`config.mk`:
```
export PLATFORM = sky130hd
export DESIGN_NAME = imu_axis_filter_scheduler
export DESIGN_NICKNAME = d
export VERILOG_FILES = /design/src/rtl/imu_filter_pkg.sv /design/src/rtl/imu_axis_filter_scheduler_avg_update_unit.sv /design/src/rtl/imu_axis_filter_scheduler.sv
export SDC_FILE = /design/constraint.sdc
export NUM_CORES = 1
export LEC_CHECK = 0
export CORE_MARGIN = 4
export CORE_UTILIZATION = 55
export CTS_CLUSTER_DIAMETER = 120
export DETAILED_ROUTE_END_ITERATION = 12
export PLACE_DENSITY = 0.75
export SKIP_CTS_REPAIR_TIMING = 1
export SLEW_MARGIN = 20
export SYNTH_ARGS = -nofsm -noshare
export SYNTH_HDL_FRONTEND = slang
export SYNTH_SLANG_ARGS = --single-unit
```
`constraint.sdc`:
```
create_clock -name clk -period 15.7 [get_ports clk]
set_clock_uncertainty 0.15 [all_clocks]
set_input_delay 3.14 -clock clk [delete_from_list [all_inputs] [get_ports clk]]
set_output_delay 3.14 -clock clk [all_outputs]
set_load 0.02 [all_outputs]
```
`src/rtl/imu_filter_pkg.sv`:
```
// Shared constants and state encoding for the IMU axis moving-average filter.
// Optional drop counter is enabled by defining IMU_FILT_DROPCNT_EN.
package imu_filter_pkg;

  localparam int DATA_WIDTH = 16;
  localparam int NUM_CH     = 3;
  localparam int WIN_LOG2   = 2;
  localparam int WIN        = 1 << WIN_LOG2;
  localparam int ACC_WIDTH  = DATA_WIDTH + WIN_LOG2;

  localparam int AX_X = 0;
  localparam int AX_Y = 1;
  localparam int AX_Z = 2;

  typedef enum logic [1:0] {
    IDLE,
    CALC,
    DONE
  } state_t;

endpackage

```
`src/rtl/imu_axis_filter_scheduler_avg_update_unit.sv`:
```
// Combinational running-sum step: drop the oldest sample, add the newest,
// and scale the window sum back to sample width (floor division).
module avg_update_unit #(
  parameter int DATA_WIDTH = 16,
  parameter int WIN_LOG2   = 2,
  parameter int ACC_WIDTH  = DATA_WIDTH + WIN_LOG2
) (
  input  logic signed [ACC_WIDTH-1:0]  acc,
  input  logic signed [DATA_WIDTH-1:0] oldest,
  input  logic signed [DATA_WIDTH-1:0] sample,
  output logic signed [ACC_WIDTH-1:0]  acc_new,
  output logic signed [DATA_WIDTH-1:0] res
);

  always_comb begin
    acc_new = acc - ACC_WIDTH'(oldest) + ACC_WIDTH'(sample);
    res     = DATA_WIDTH'(acc_new >>> WIN_LOG2);
  end

endmodule

```
`src/rtl/imu_axis_filter_scheduler.sv`:
```
// One shared 4-tap moving-average datapath sequenced over the X/Y/Z axes.
// Define IMU_FILT_DROPCNT_EN to add the o_drop_cnt dropped-request counter.
module imu_axis_filter_scheduler #(
  parameter int DATA_WIDTH = 16,
  parameter int NUM_CH     = 3,
  parameter int WIN_LOG2   = 2
) (
  input  logic                         clk,
  input  logic                         i_rst,
  input  logic                         i_dataval,
  input  logic signed [DATA_WIDTH-1:0] i_x,
  input  logic signed [DATA_WIDTH-1:0] i_y,
  input  logic signed [DATA_WIDTH-1:0] i_z,
  output logic                         o_busy,
  output logic signed [DATA_WIDTH-1:0] o_x,
  output logic signed [DATA_WIDTH-1:0] o_y,
  output logic signed [DATA_WIDTH-1:0] o_z,
  output logic                         o_valid,
  output logic                         o_overrun
`ifdef IMU_FILT_DROPCNT_EN
  ,
  output logic [7:0]                   o_drop_cnt
`endif
);

  import imu_filter_pkg::*;

  localparam int WN   = 1 << WIN_LOG2;
  localparam int AW   = DATA_WIDTH + WIN_LOG2;
  localparam int CH_W = (NUM_CH > 1) ? $clog2(NUM_CH) : 1;
  localparam logic [2:0] FILL_MAX = 3'(WN);
  localparam logic [CH_W-1:0] CH_LAST = CH_W'(NUM_CH - 1);

  state_t state;
  state_t state_nxt;

  logic [CH_W-1:0]              ch;
  logic [2:0]                   fill;
  logic signed [DATA_WIDTH-1:0] stage [NUM_CH];
  logic signed [DATA_WIDTH-1:0] hist  [NUM_CH][WN];
  logic signed [AW-1:0]         acc   [NUM_CH];
  logic signed [DATA_WIDTH-1:0] res   [NUM_CH];

  logic signed [AW-1:0]         acc_new;
  logic signed [DATA_WIDTH-1:0] res_new;

  logic accept;
  logic drop;
  logic last;

  assign accept = (state == IDLE) && i_dataval;
  assign drop   = (state != IDLE) && i_dataval;
  assign last   = (ch == CH_LAST);
  assign o_busy = (state != IDLE);

  avg_update_unit #(
    .DATA_WIDTH (DATA_WIDTH),
    .WIN_LOG2   (WIN_LOG2),
    .ACC_WIDTH  (AW)
  ) u_avg (
    .acc     (acc[ch]),
    .oldest  (hist[ch][WN-1]),
    .sample  (stage[ch]),
    .acc_new (acc_new),
    .res     (res_new)
  );

  always_ff @(posedge clk or posedge i_rst) begin
    if (i_rst) state <= IDLE;
    else       state <= state_nxt;
  end

  always_comb begin
    state_nxt = state;
    unique case (state)
      IDLE: if (i_dataval) state_nxt = CALC;
      CALC: if (last)      state_nxt = DONE;
      DONE:                state_nxt = IDLE;
      default:             state_nxt = IDLE;
    endcase
  end

  always_ff @(posedge clk or posedge i_rst) begin
    if (i_rst) begin
      ch        <= '0;
      fill      <= '0;
      o_x       <= '0;
      o_y       <= '0;
      o_z       <= '0;
      o_valid   <= 1'b0;
      o_overrun <= 1'b0;
      for (int c = 0; c < NUM_CH; c++) begin
        stage[c] <= '0;
        acc[c]   <= '0;
        res[c]   <= '0;
        for (int k = 0; k < WN; k++) hist[c][k] <= '0;
      end
    end else begin
      o_valid <= 1'b0;
      if (accept) begin
        stage[AX_X] <= i_x;
        stage[AX_Y] <= i_y;
        stage[AX_Z] <= i_z;
        if (fill != FILL_MAX) fill <= fill + 3'd1;
      end
      if (state == CALC) begin
        acc[ch] <= acc_new;
        res[ch] <= res_new;
        for (int k = WN - 1; k > 0; k--) hist[ch][k] <= hist[ch][k-1];
        hist[ch][0] <= stage[ch];
        if (last) begin
          ch <= '0;
          // Z is the last axis, so its result is taken straight off the datapath
          if (fill == FILL_MAX) begin
            o_valid <= 1'b1;
            o_x     <= res[AX_X];
            o_y     <= res[AX_Y];
            o_z     <= res_new;
          end
        end else begin
          ch <= ch + CH_W'(1);
        end
      end
      if (drop) o_overrun <= 1'b1;
    end
  end

`ifdef IMU_FILT_DROPCNT_EN
  always_ff @(posedge clk or posedge i_rst) begin
    if (i_rst)                           o_drop_cnt <= '0;
    else if (drop && o_drop_cnt != 8'hFF) o_drop_cnt <= o_drop_cnt + 8'd1;
  end
`endif

endmodule
```
==> summary.md <==
| Metric | Value |
|---|---|
| Most frequent cells in the layout | nand2_1 (412), dfrtp_1 (349), o21ai_0 (231) |
| CTS H-tree depth | 2 |
| Largest net degree at the start of global routing | about 130 |
| Area of the core | roughly 28000 µm² |
| Critical path destination | acc[34] |
| Most common cell after layout, fill and taps aside | nand2_1 |
| Fin cells | 2058 |
| YS warnings | 0 |
| Largest fanout on the critical path | 53 |
| Critical Path Sink Type | register |
| CP Data Required Time | about 16 ns |
| FF-to-FF End | acc[34] |
| Share of layout cells above drive strength 1 | between 8 and 9% |
| Iter 0 DRT Violations | roughly 870 |
| Yosys cell types | between 40 and 50 |
| Max layer used | met4 |
| Num CTS Buffers | 37 |
| Starting density of the core | a little under three fifths |
| Final setup viols | 0 |
| Worst setup path start | ch[0] |
| First-pass GRT wire length | 56800 µm |
| Worst Max-Slew Pin Slew | roughly 1.1 ns |
| Initial antenna violation count | 0 |
| Detailed placement HPWL | about 21000 µm |
| Reg2Reg Depth | 14 |
| Period Utilization, post-route | 34.0% |
| Synthesized instance count | 1600 |
| Nets | about 1700 |
| Post-route ant nets | 0 |
| Syn Std Cell Area | between 15000 and 20000 µm² |
| Fin. Hold Viols | 0 |
| Crit path DAT | 5.56 ns |
| Routed wire length | 33800 µm |
| Vias in the first global route | between 10000 and 15000 |
| Mean Syn Cell Area | ~10 µm² |
| Clk_lat worst skew | 0.53 ns |
| Average wire per standard cell | 16.4 µm |
| Die Ht | approximately 180 µm |
| Met2 wire length | ~16000 µm |
| Crit-path max cell delay | about 1.1 ns |
| Synthesis-to-layout area growth | 16.5% |
| Net Count, Synth | around 1700 |
| Post-synth EDFFs | 0 |
| RSZ-0062 raised after global routing | false |
| Crit start category | register |
| Count of state elements after synthesis | 351 |
| Worst path slowest cell | dfrtp_4 |
| Crit Path Class | register to register |
| Gp weighted congestion | 0.809 |
| Outcome | finished, final reports clean |
| Wl on met1 | 15200 µm |
| Post-synth ARST share | 100% |
| Diode count | 0 |
| Io pins | ~100 |
| Gr usage total | 22.3% |
| Fmax | ~190 MHz |
| Top FF cell, synth | dfrtp_1 |
| Flop-to-flop setup slack | approximately 10 ns |
| CTS clk-pin slew, worst paths | 0.06 ns |
| Crit Reg-Reg Startpoint | ch[0] |
| Clock Path Buffers | 3 |
| Number of max-cap violations | 0 |
| Row cnt | 61 |
| Hold Slack | 0.306 ns |
| Setup_tns | 0 ns |
| Drt first pass iters | 4 |
| Clk sinks | around 350 |
| Sequential fraction of the synthesis area | between 50 and 60% |
| Die width | approximately 180 µm |
| Vias | between 10000 and 15000 |
| Placed Cells | 1989 |
| Die footprint | approximately 31000 µm² |
| Remaining global-route overflow | 0 |
| Remaining DRCs | 0 |
| HP Class | register to register |
| Worst setup margin | approximately 10 ns |
| Setup WS pre-CTS | 10.13 ns |
| CTS tree | built |
| Minimum clock period after layout | 5.33 ns |
| Port-buffer cells | roughly 100 |
| Vias per inst | about 5.4 |
| Max-slew violation count | 0 |
| Max transition margin | ~27% |
| Worst path cell trace | buf_4, mux2i_1, nor2_1, a21oi_1, fa_1, fa_1, nor2b_1, o31ai_2, a21oi_1, nand3_1, nand2_2, a311oi_2, xor2_1, o21ai_1 |
| FILL cells | ~2200 |
| CTS Root Cell | clkbuf_16 |
| Met3 wire length | ~1700 µm |
-- critical path, delay by kind of cell (launching register included) --
family	cells	cell delay, ns
flip-flops	1	1.09
adder cells (fa/ha/maj)	2	0.99
buffers and inverters	1	0.88
AO/OA/AOI/OAI	5	0.88
AND/OR/NAND/NOR	4	0.59
XOR/XNOR	1	0.32
multiplexers	1	0.26
-- Yosys cell counts (all sizes together) (2+ instances only) --
master	n	area, µm²
o21bai	4	30.0
nand3	3	15.0
mux2i	95	951
clkbuf	61	229
a21o	6	45.0
ha	21	263
a211oi	3	27.5
nor2	85	319
nand2b	2	12.5
o21ai	274	1380
fa	17	340
buf	41	195
xor2	9	78.8
a31oi	3	18.8
nand2	414	1560
dfrtp	351	8780
or3	2	12.5
nor2b	4	25.0
and3	3	20.0
a21oi	91	463
inv	42	158
xnor2	9	86.3
mux2	49	552
-- stage by stage --
stage          utilization (%)  cell area, µm²
2_1_floorplan                -           15600
3_3_place_gp              60.3           16800
3_5_place_dp              60.3           16800
4_1_cts                   65.0           18200
5_1_grt                   65.2           18200
6_report                  65.2           18200
-- area by class of cell --
| cell class | instances | area (µm²) | area share [%] |
|---|---|---|---|
| timing repair buffer | 115 | 1160 | 6.36 |
| inverter | 42 | 165 | 0.906 |
| sequential | 351 | 8790 | 48.2 |
| multi-input combinational | 1105 | 6320 | 34.7 |
| tap | 378 | 473 | 2.60 |
| clock inverter | 15 | 210 | 1.15 |
| clock buffer | 52 | 1100 | 6.06 |
-- sequential cells by signal, summed over array words and instances, names as in the netlist --
| signal | count |
|---|---|
| acc | 54 |
| ch | 2 |
| fill | 3 |
| hist | 192 |
| o_overrun | 1 |
| o_valid | 1 |
| o_x | 16 |
| o_y | 16 |
| o_z | 16 |
| stage | 48 |
| state | 2 |
-- layer usage --
metal	track usage (%)	vias up
li1	-	5433
met1	31.2	5389
met2	35.9	248
met3	3.82	75
met4	7.51	0
met5	0	-
-- worst min path at each step --
stage | slack [ns] | startpoint | to | cells past startpoint
after floorplan | 0.29 | hist[31] | hist[15] | 2
after global placement | 0.29 | o_overrun | o_overrun | 1
after detailed placement | 0.30 | o_overrun | o_overrun | 1
after CTS | 0.31 | o_overrun | o_overrun | 1
after global routing | 0.34 | o_overrun | o_overrun | 1
final | 0.31 | o_overrun | o_overrun | 1
-- kinds of logic after synthesis --
logic type / Yosys count / synth area share, %
XOR/XNOR: 18 / 1.06
multiplexers: 144 / 9.60
AO/OA/AOI/OAI: 388 / 13.0
AND/OR/NAND/NOR: 517 / 12.7
adder cells (fa/ha/maj): 38 / 3.85
buffers and inverters: 144 / 3.72
flip-flops: 351 / 56.1
Power is left out: the tool's default activity adds up to more than one toggle a clock period on the data nets, which glitch-free logic cannot reach.
